--- src/rtl/cp0_exc_unit_pkg.sv ---
// Shared CP0 constants: register indices, exception codes, field positions
// and the default handler entry point.
package cp0_exc_unit_pkg;

    localparam logic [4:0] REG_SR    = 5'd12;
    localparam logic [4:0] REG_CAUSE = 5'd13;
    localparam logic [4:0] REG_EPC   = 5'd14;
    localparam logic [4:0] REG_PRID  = 5'd15;

    localparam logic [4:0] EXC_INT     = 5'd0;
    localparam logic [4:0] EXC_ADEL    = 5'd4;
    localparam logic [4:0] EXC_ADES    = 5'd5;
    localparam logic [4:0] EXC_SYSCALL = 5'd8;
    localparam logic [4:0] EXC_RI      = 5'd10;
    localparam logic [4:0] EXC_OV      = 5'd12;

    localparam int IM_HI  = 15;
    localparam int IM_LO  = 10;
    localparam int EXL    = 1;
    localparam int IE     = 0;
    localparam int BD     = 31;
    localparam int EXC_HI = 6;
    localparam int EXC_LO = 2;

    localparam logic [31:0] CP0_HANDLER_PC = 32'h0000_4180;
    localparam logic [31:0] CP0_PRID_VAL   = 32'h2023_0001;

endpackage

--- src/rtl/cp0_exc_unit.sv ---
// M-stage coprocessor-0: merges hardware interrupts with pipeline exceptions,
// raises Req, and holds SR/Cause/EPC/PRId for mfc0/mtc0/eret.
module cp0_exc_unit
    import cp0_exc_unit_pkg::*;
#(
    parameter logic [31:0] PRID_VAL   = CP0_PRID_VAL,
    parameter logic [31:0] HANDLER_PC = CP0_HANDLER_PC
) (
    input  logic        Clk,
    input  logic        Reset,
    input  logic [4:0]  A1,
    input  logic [4:0]  A2,
    input  logic [31:0] CP0In,
    input  logic        WE,
    input  logic [31:0] VPC,
    input  logic        BDIn,
    input  logic [4:0]  ExcCodeIn,
    input  logic [5:0]  HWInt,
    input  logic        EXLClr,
    output logic [31:0] CP0Out,
    output logic [31:0] EPCOut,
    output logic [31:0] ExcPC,
    output logic        Req
);

    logic [5:0]  im_q;
    logic        exl_q;
    logic        ie_q;
    logic        bd_q;
    logic [5:0]  ip_q;
    logic [4:0]  exc_code_q;
    logic [31:2] epc_q;

    logic        int_req;
    logic        exc_req;
    logic [31:0] sr_value;
    logic [31:0] cause_value;
    logic [31:0] epc_value;
    logic        unused_vpc_low;

    assign unused_vpc_low = ^VPC[1:0];

    assign int_req = ie_q & ~exl_q & (|(HWInt & im_q));
    assign exc_req = ~exl_q & (ExcCodeIn != EXC_INT);
    assign Req     = int_req | exc_req;

    assign ExcPC     = HANDLER_PC;
    assign epc_value = {epc_q, 2'b00};
    assign EPCOut    = epc_value;

    // Req takes priority over a coincident mtc0 or eret in the same cycle.
    always_ff @(posedge Clk) begin
        if (Reset) begin
            im_q       <= '0;
            exl_q      <= 1'b0;
            ie_q       <= 1'b0;
            bd_q       <= 1'b0;
            ip_q       <= '0;
            exc_code_q <= '0;
            epc_q      <= '0;
        end else begin
            ip_q <= HWInt;
            if (Req) begin
                exl_q      <= 1'b1;
                bd_q       <= BDIn;
                exc_code_q <= int_req ? EXC_INT : ExcCodeIn;
                epc_q      <= BDIn ? (VPC[31:2] - 30'd1) : VPC[31:2];
            end else begin
                if (WE && (A2 == REG_SR)) begin
                    im_q  <= CP0In[IM_HI:IM_LO];
                    exl_q <= CP0In[EXL];
                    ie_q  <= CP0In[IE];
                end
                if (WE && (A2 == REG_EPC)) begin
                    epc_q <= CP0In[31:2];
                end
                if (EXLClr) begin
                    exl_q <= 1'b0;
                end
            end
        end
    end

    always_comb begin
        sr_value              = '0;
        sr_value[IM_HI:IM_LO] = im_q;
        sr_value[EXL]         = exl_q;
        sr_value[IE]          = ie_q;

        cause_value                = '0;
        cause_value[BD]            = bd_q;
        cause_value[IM_HI:IM_LO]   = ip_q;
        cause_value[EXC_HI:EXC_LO] = exc_code_q;
    end

    always_comb begin
        CP0Out = '0;
        case (A1)
            REG_SR:    CP0Out = sr_value;
            REG_CAUSE: CP0Out = cause_value;
            REG_EPC:   CP0Out = epc_value;
            REG_PRID:  CP0Out = PRID_VAL;
            default:   CP0Out = '0;
        endcase
    end

endmodule
--- config.mk ---
export PLATFORM = sky130hd
export DESIGN_NAME = cp0_exc_unit
export DESIGN_NICKNAME = d
export VERILOG_FILES = /design/src/rtl/cp0_exc_unit_pkg.sv /design/src/rtl/cp0_exc_unit.sv
export SDC_FILE = /design/constraint.sdc
export NUM_CORES = 1
export LEC_CHECK = 0
export ABC_AREA = 1
export BUFFER_PORTS_ARGS = -buffer_cell sky130_fd_sc_hd__buf_2
export CAP_MARGIN = 20
export CORE_MARGIN = 2
export CORE_UTILIZATION = 45
export CTS_CLUSTER_SIZE = 10
export DETAILED_ROUTE_END_ITERATION = 7
export GPL_TIMING_DRIVEN = 0
export PLACE_DENSITY = 0.79
export SYNTH_ARGS = -nofsm -noshare
export SYNTH_HDL_FRONTEND = slang
export SYNTH_SLANG_ARGS = --single-unit
--- constraint.sdc ---
create_clock -name Clk -period 4.1 [get_ports Clk]
set_input_delay 0.615 -clock Clk [delete_from_list [all_inputs] [get_ports Clk]]
set_output_delay 0.615 -clock Clk [all_outputs]
set_load 0.005 [all_outputs]
# [Word level (Yosys, flattened, before mapping)]
# Index checks and enable logic that the tools add are counted.
[word_totals] register_bits=50 latchBits=0 ram_bits=0 rom_bits=0 in_bits=90 wordCells=36 n_memories=0
[op_classes] add_sub_neg=1 multipliers=0 n_div=0 n_lt_le_gt_ge=0 eq_ne=6 n_shift=0 muxes=8 bitwise_logic=7 n_reduce_logical=7
[ops] cell="32-bit one-hot mux with 4 select lines" n=1
[ops] cell="30-bit 2-to-1 mux" n=3
[ops] cell="5-bit by 4-bit == test with 1-bit output (second input constant)" n=6
[ops] cell="30-bit by 1-bit subtractor with 30-bit output (second input constant)" n=1
[ops] cell="6-bit AND" n=1
[ops] cell="6-bit OR reduction" n=1
[ops] cell="5-bit 2-to-1 mux" n=1
[ops] cell="5-bit nonzero test" n=1
[ops] cell="1-bit AND" n=3
[ops] cell="1-bit 2-to-1 mux" n=3
[ops] cell="3-bit nonzero test" n=1
[ops] cell="1-bit logical AND" n=2
[ops] cell="1-bit NOT" n=2
[ops] cell="2-bit AND reduction" n=1
[ops] cell="2-bit nonzero test" n=1
[ops] cell="1-bit bitwise OR" n=1

# [Depth between registers and ports, before layout]
[logic_depth] word_depth=6 mapped_depth=11 ltp_nobuf=11

# [Worst setup path before layout]
# Ideal clock, no wire load.
[synth_timing] path_kind="in2out" startpoint="input port A1[3]" endpoint="output port CP0Out[2]" arrival_ns=1.353 slack_ns=2.132 cell_stages=6 path_buffers=1 cell_sequence="nand2_1 -> nor2_1 -> nand2_1 -> inv_1 -> clkbuf_1 -> a22o_1"
[synth_via] elab_chain_cells=2 word_cells_on_any_way=5 cone_classes="eq/ne: 4; mux: 1"
[synth_lines] item="from (decl)" line="cp0_exc_unit.sv:11" text="input logic [4:0] A1,"
[synth_lines] item="5-bit by 4-bit == test with 1-bit output" line="cp0_exc_unit.sv:98" text="case (A1)"
[synth_lines] item="32-bit one-hot mux with 4 select lines *" line="cp0_exc_unit.sv:98"
[synth_lines] item="to (decl)" line="cp0_exc_unit.sv:20" text="output logic [31:0] CP0Out,"
# Mark *: on every way between the ends. The rest lies on a longest branch, timed or not.

# [Worst setup path in the final report]
[layout_timing] startpoint="input port A1[3]" endpoint="output port CP0Out[14]"
# Same word-level chain as after synthesis.

==> results.json <==
{
  "result_of_the_run": "completed",
  "seqCellArea_um2": 1000,
  "cts_sinks": 50,
  "fp-row-count": 33,
  "place_hpwl_um": 10100,
  "average_via_count_per_standard_cell": 4.87,
  "post-route-period-util_pct": 60.1,
  "post-cts-setup-buffer-count": 0,
  "htree_num_levels": 2,
  "die-height_um": 95.2,
  "setup_viol": 0,
  "ys_ff_latch": 50,
  "async_flop_share_pct": 0,
  "area_of_the_core_region_um2": 8130,
  "critPathLaunchType": "input pin",
  "largest_net_degree_at_the_start_of_global_routing": 15,
  "initial_utilization_pct": 46.0,
  "yosys.cell_types.count": 40,
  "drtAntennaViolNets": 0,
  "r2r.worst_path.cells": 10,
  "synth-edff-count": 0,
  "clk_path_buf_depth": 2,
  "cts.repair.resized": 0,
  "rsz_0062_raised_after_global_routing": "no",
  "clock_insertion_delay_worst_skew_ns": 0.31,
  "dr.pass1.iters": 5,
  "path_type_of_the_worst_min_delay_path": "reg2reg",
  "cts-hold-fix-buffers": 0,
  "sum_of_buffers_and_inverters_on_the_critical_path": 4,
  "num-nets-final": 882,
  "timing.hold.worst_endpoint": "exc_code_q[3]$_SDFFE_PP0N_",
  "routabilityCongestion": 0.925,
  "area_of_all_placed_cells_without_fillers_um2": 4850,
  "placement.cell_area_um2": 4740,
  "drt-wirelength-per-cell_um": 13.6,
  "worst_clock_skew_ns": 0.00409,
  "critPathKind": "in2out",
  "fp.dieArea_um2": 9060,
  "placed_instances": 889,
  "synth_area_per_cell_um2": 6.20,
  "cp_cell_instances": "buf_2 > nand2_1 > nor2_1 > nand2_1 > inv_1 > clkbuf_1 > nand2_1 > o211ai_1 > buf_2",
  "timing.critical_path.mode_cell": "nand2_1",
  "power_per_cell_area_nw_per_um2": 248,
  "cts-buffers-inserted": 5,
  "report.final.hold_viol_count": 0,
  "max-cap-violations": 0,
  "clock-root-buffer": "clkbuf_8",
  "tritoncts": "built",
  "period_minus_slack_ns": 2.47,
  "grt_pass1_wl_um": 18500,
  "finalPower_mw": 1.20,
  "drt_wl_total_um": 12200,
  "drtIter0Drc": 239,
  "r2r-end": "epc_q[23]$_SDFFE_PP0P_",
  "post-route-drc-count": 0,
  "seq_area_frac_synth_pct": 26.7,
  "worst_hold_startpoint": "exc_code_q[3]$_SDFFE_PP0N_",
  "total_leakage_power_nw": 2.56,
  "critical_path.endpoint_type": "output port",
  "grt_antenna_before_repair": 0,
  "timing.final.max_slew_violations": 0,
  "diodes": 0,
  "achievable-frequency_mhz": 406,
  "clk_transition_reported_paths_ns": 0.09,
  "first_global_vias": 3868,
  "cp.arrival_ns": 1.85,
  "grt_overflow": 0,
  "cpPeakStageDelay_ns": 0.41,
  "timing.critical_path.slowest_stage_cell": "clkbuf_1",
  "ioPinCount": 187,
  "chipWidth_um": 95.2,
  "netlist_instances": 604,
  "synthesis.area_um2": 3740,
  "grt_usage_pct": 26.5,
  "ff2ff_setup_slack_ns": 2.52,
  "stdcell_count": 897,
  "port_buffers": 148,
  "layout-drive-gt1-share_pct": 28.4,
  "via_count": 4365,
  "timing.setup.tns_ns": 0,
  "max_slew_margin_vs_limit_pct": 61.1,
  "area_occupied_by_multi_input_gates_um2": 2180,
  "transition_time_at_the_pin_with_the_least_slew_margin_ns": 0.583,
  "cp_data_required_time_ns": 3.48,
  "worstHoldPathCells": 2,
  "rr_startpoint": "im_q[1]$_SDFFE_PP0P_",
  "path_max_fanout": 10,
  "synthesis.yosys.warnings": 0,
  "synthToLayoutAreaGrowth_pct": 29.4,
  "post-place-ws_ns": 1.65,
  "final.fill_count": 852,
  "synth_flop_cell": "dfxtp_1",
  "timing.final.ws_setup_ns": 1.63,
  "vdd.ir_drop.worst_v": 0.000161,
  "critPathTopFamily": "buffers and inverters"
}
metrics by stage:
step / hold WS, ns / util [%]
2_1_floorplan: 0.444 / -
3_3_place_gp: 0.454 / 58.2
3_5_place_dp: 0.458 / 58.2
4_1_cts: 0.472 / 59.6
5_1_grt: 0.505 / 59.6
6_report: 0.473 / 59.6
logic make-up (layout without fill, tap and decap cells):
logic type | count (synthesis) | after routing | share of synthesized area (%)
DFF | 50 | 50 | 26.7
adders and majority gates | 1 | 1 | 0.334
other | 2 | 34 | 0.201
buffers and inverters | 130 | 286 | 18.2
and+or+nand+nor | 306 | 306 | 35.2
xor gates and xnor gates | 17 | 17 | 3.98
AOI/OAI and AO/OA | 98 | 98 | 15.3
cells in the mapped netlist, types with 2 or more instances:
cell      count  share of area [%]
clkbuf_1      8               0.80
buf_2         4               0.53
a21oi_1      30                4.0
nand3_1      17                2.3
nand3_2       3               0.80
a22o_1        5                1.2
nor3_4        2               0.87
or2_2         2               0.33
a31oi_1       5               0.84
and3_1        2               0.33
nor2_2        2               0.33
nand2_1     167                 17
o211ai_1      6                1.2
xnor2_1       7                1.6
o21ai_1       7               0.94
nand2_2       2               0.33
nor2_4        3               0.90
inv_2         2               0.20
a211oi_2      2               0.67
dfxtp_1      50                 27
o21bai_1      6                1.2
o21ai_0      35                4.7
nand4_1       7                1.2
conb_1        2               0.20
inv_1        72                7.2
xor2_1       10                2.3
buf_6         5                1.5
buf_4        37                7.4
nor2_1       93                9.3
state kept, by name, indices dropped and copies added, names as in the netlist:
register	cells
epc_q	30
im_q	6
ip_q	6
exc_code_q	5
bd_q	1
exl_q	1
ie_q	1
power breakdown:
group	internal, mW	leakage, nW	switching, mW
sequential	0.522	0.414	0.0261
combinational	0.141	2.09	0.179
clock	0.171	0.0575	0.164
layout by cell type, fill, tap and decap left out, types with 3 or more instances in the layout:
master	netlist	routed
buf_6	5	5
o21ai_1	7	7
nand3_2	3	3
buf_4	37	37
inv_1	72	72
o21bai_1	6	6
nor2_1	93	93
clkbuf_1	8	8
xor2_1	10	10
nand3_1	17	17
o211ai_1	6	6
o21ai_0	35	35
a22o_1	5	5
xnor2_1	7	7
nand2_1	167	167
dfxtp_1	50	50
a21oi_1	30	30
nand4_1	7	7
buf_2	4	152
clkbuf_8	0	8
a31oi_1	5	5
conb_1	2	34
nor2_4	3	3
area by class of cell:
type | instances | share of cell area, %
plain buffers | 55 | 8.24
clock buffers | 8 | 2.27
inverters | 75 | 5.81
flip-flops and latches | 50 | 20.7
repair buffers | 148 | 15.3
well taps | 105 | 2.71
multi-input cells | 456 | 45.0
worst reg2reg max path, stage by stage, from the launching register on:
cell and delay [ns]:
dfxtp_1 0.37, nand2_1 0.06, and3_1 0.18, nand2_2 0.10
nand2_4 0.10, nand2_8 0.11, buf_8 0.14, buf_6 0.15
nand2_1 0.11, nand2_1 0.07, a21oi_1 0.05
how the worst max path moves through the flow:
| stage | startpoint | endpoint | slack (ns) | cells after the start |
|---|---|---|---|---|
| 3_5_place_dp | A1[3] | CP0Out[14] | 1.65 | 9 |
| 6_report | A1[3] | CP0Out[14] | 1.63 | 9 |
| 2_1_floorplan | A1[3] | CP0Out[2] | 2.13 | 6 |
| 5_1_grt | A1[3] | CP0Out[14] | 1.47 | 9 |
| 3_3_place_gp | A1[3] | CP0Out[14] | 1.66 | 9 |
| 4_1_cts | A1[3] | CP0Out[14] | 1.65 | 9 |
per-layer routing:
layer  vias to the layer above  part of all wire, %  global-route usage, %  routed length [um]
li1                       2199                    -                      -                   -
met5                         -                    0                      0                   0
met4                         0                  2.0                   7.00                 243
met1                      1954                   41                   34.1                5000
met2                       192                   49                   47.1                5960
met3                        20                  8.1                   2.92                 991
(Power assumes the default switching activity.)
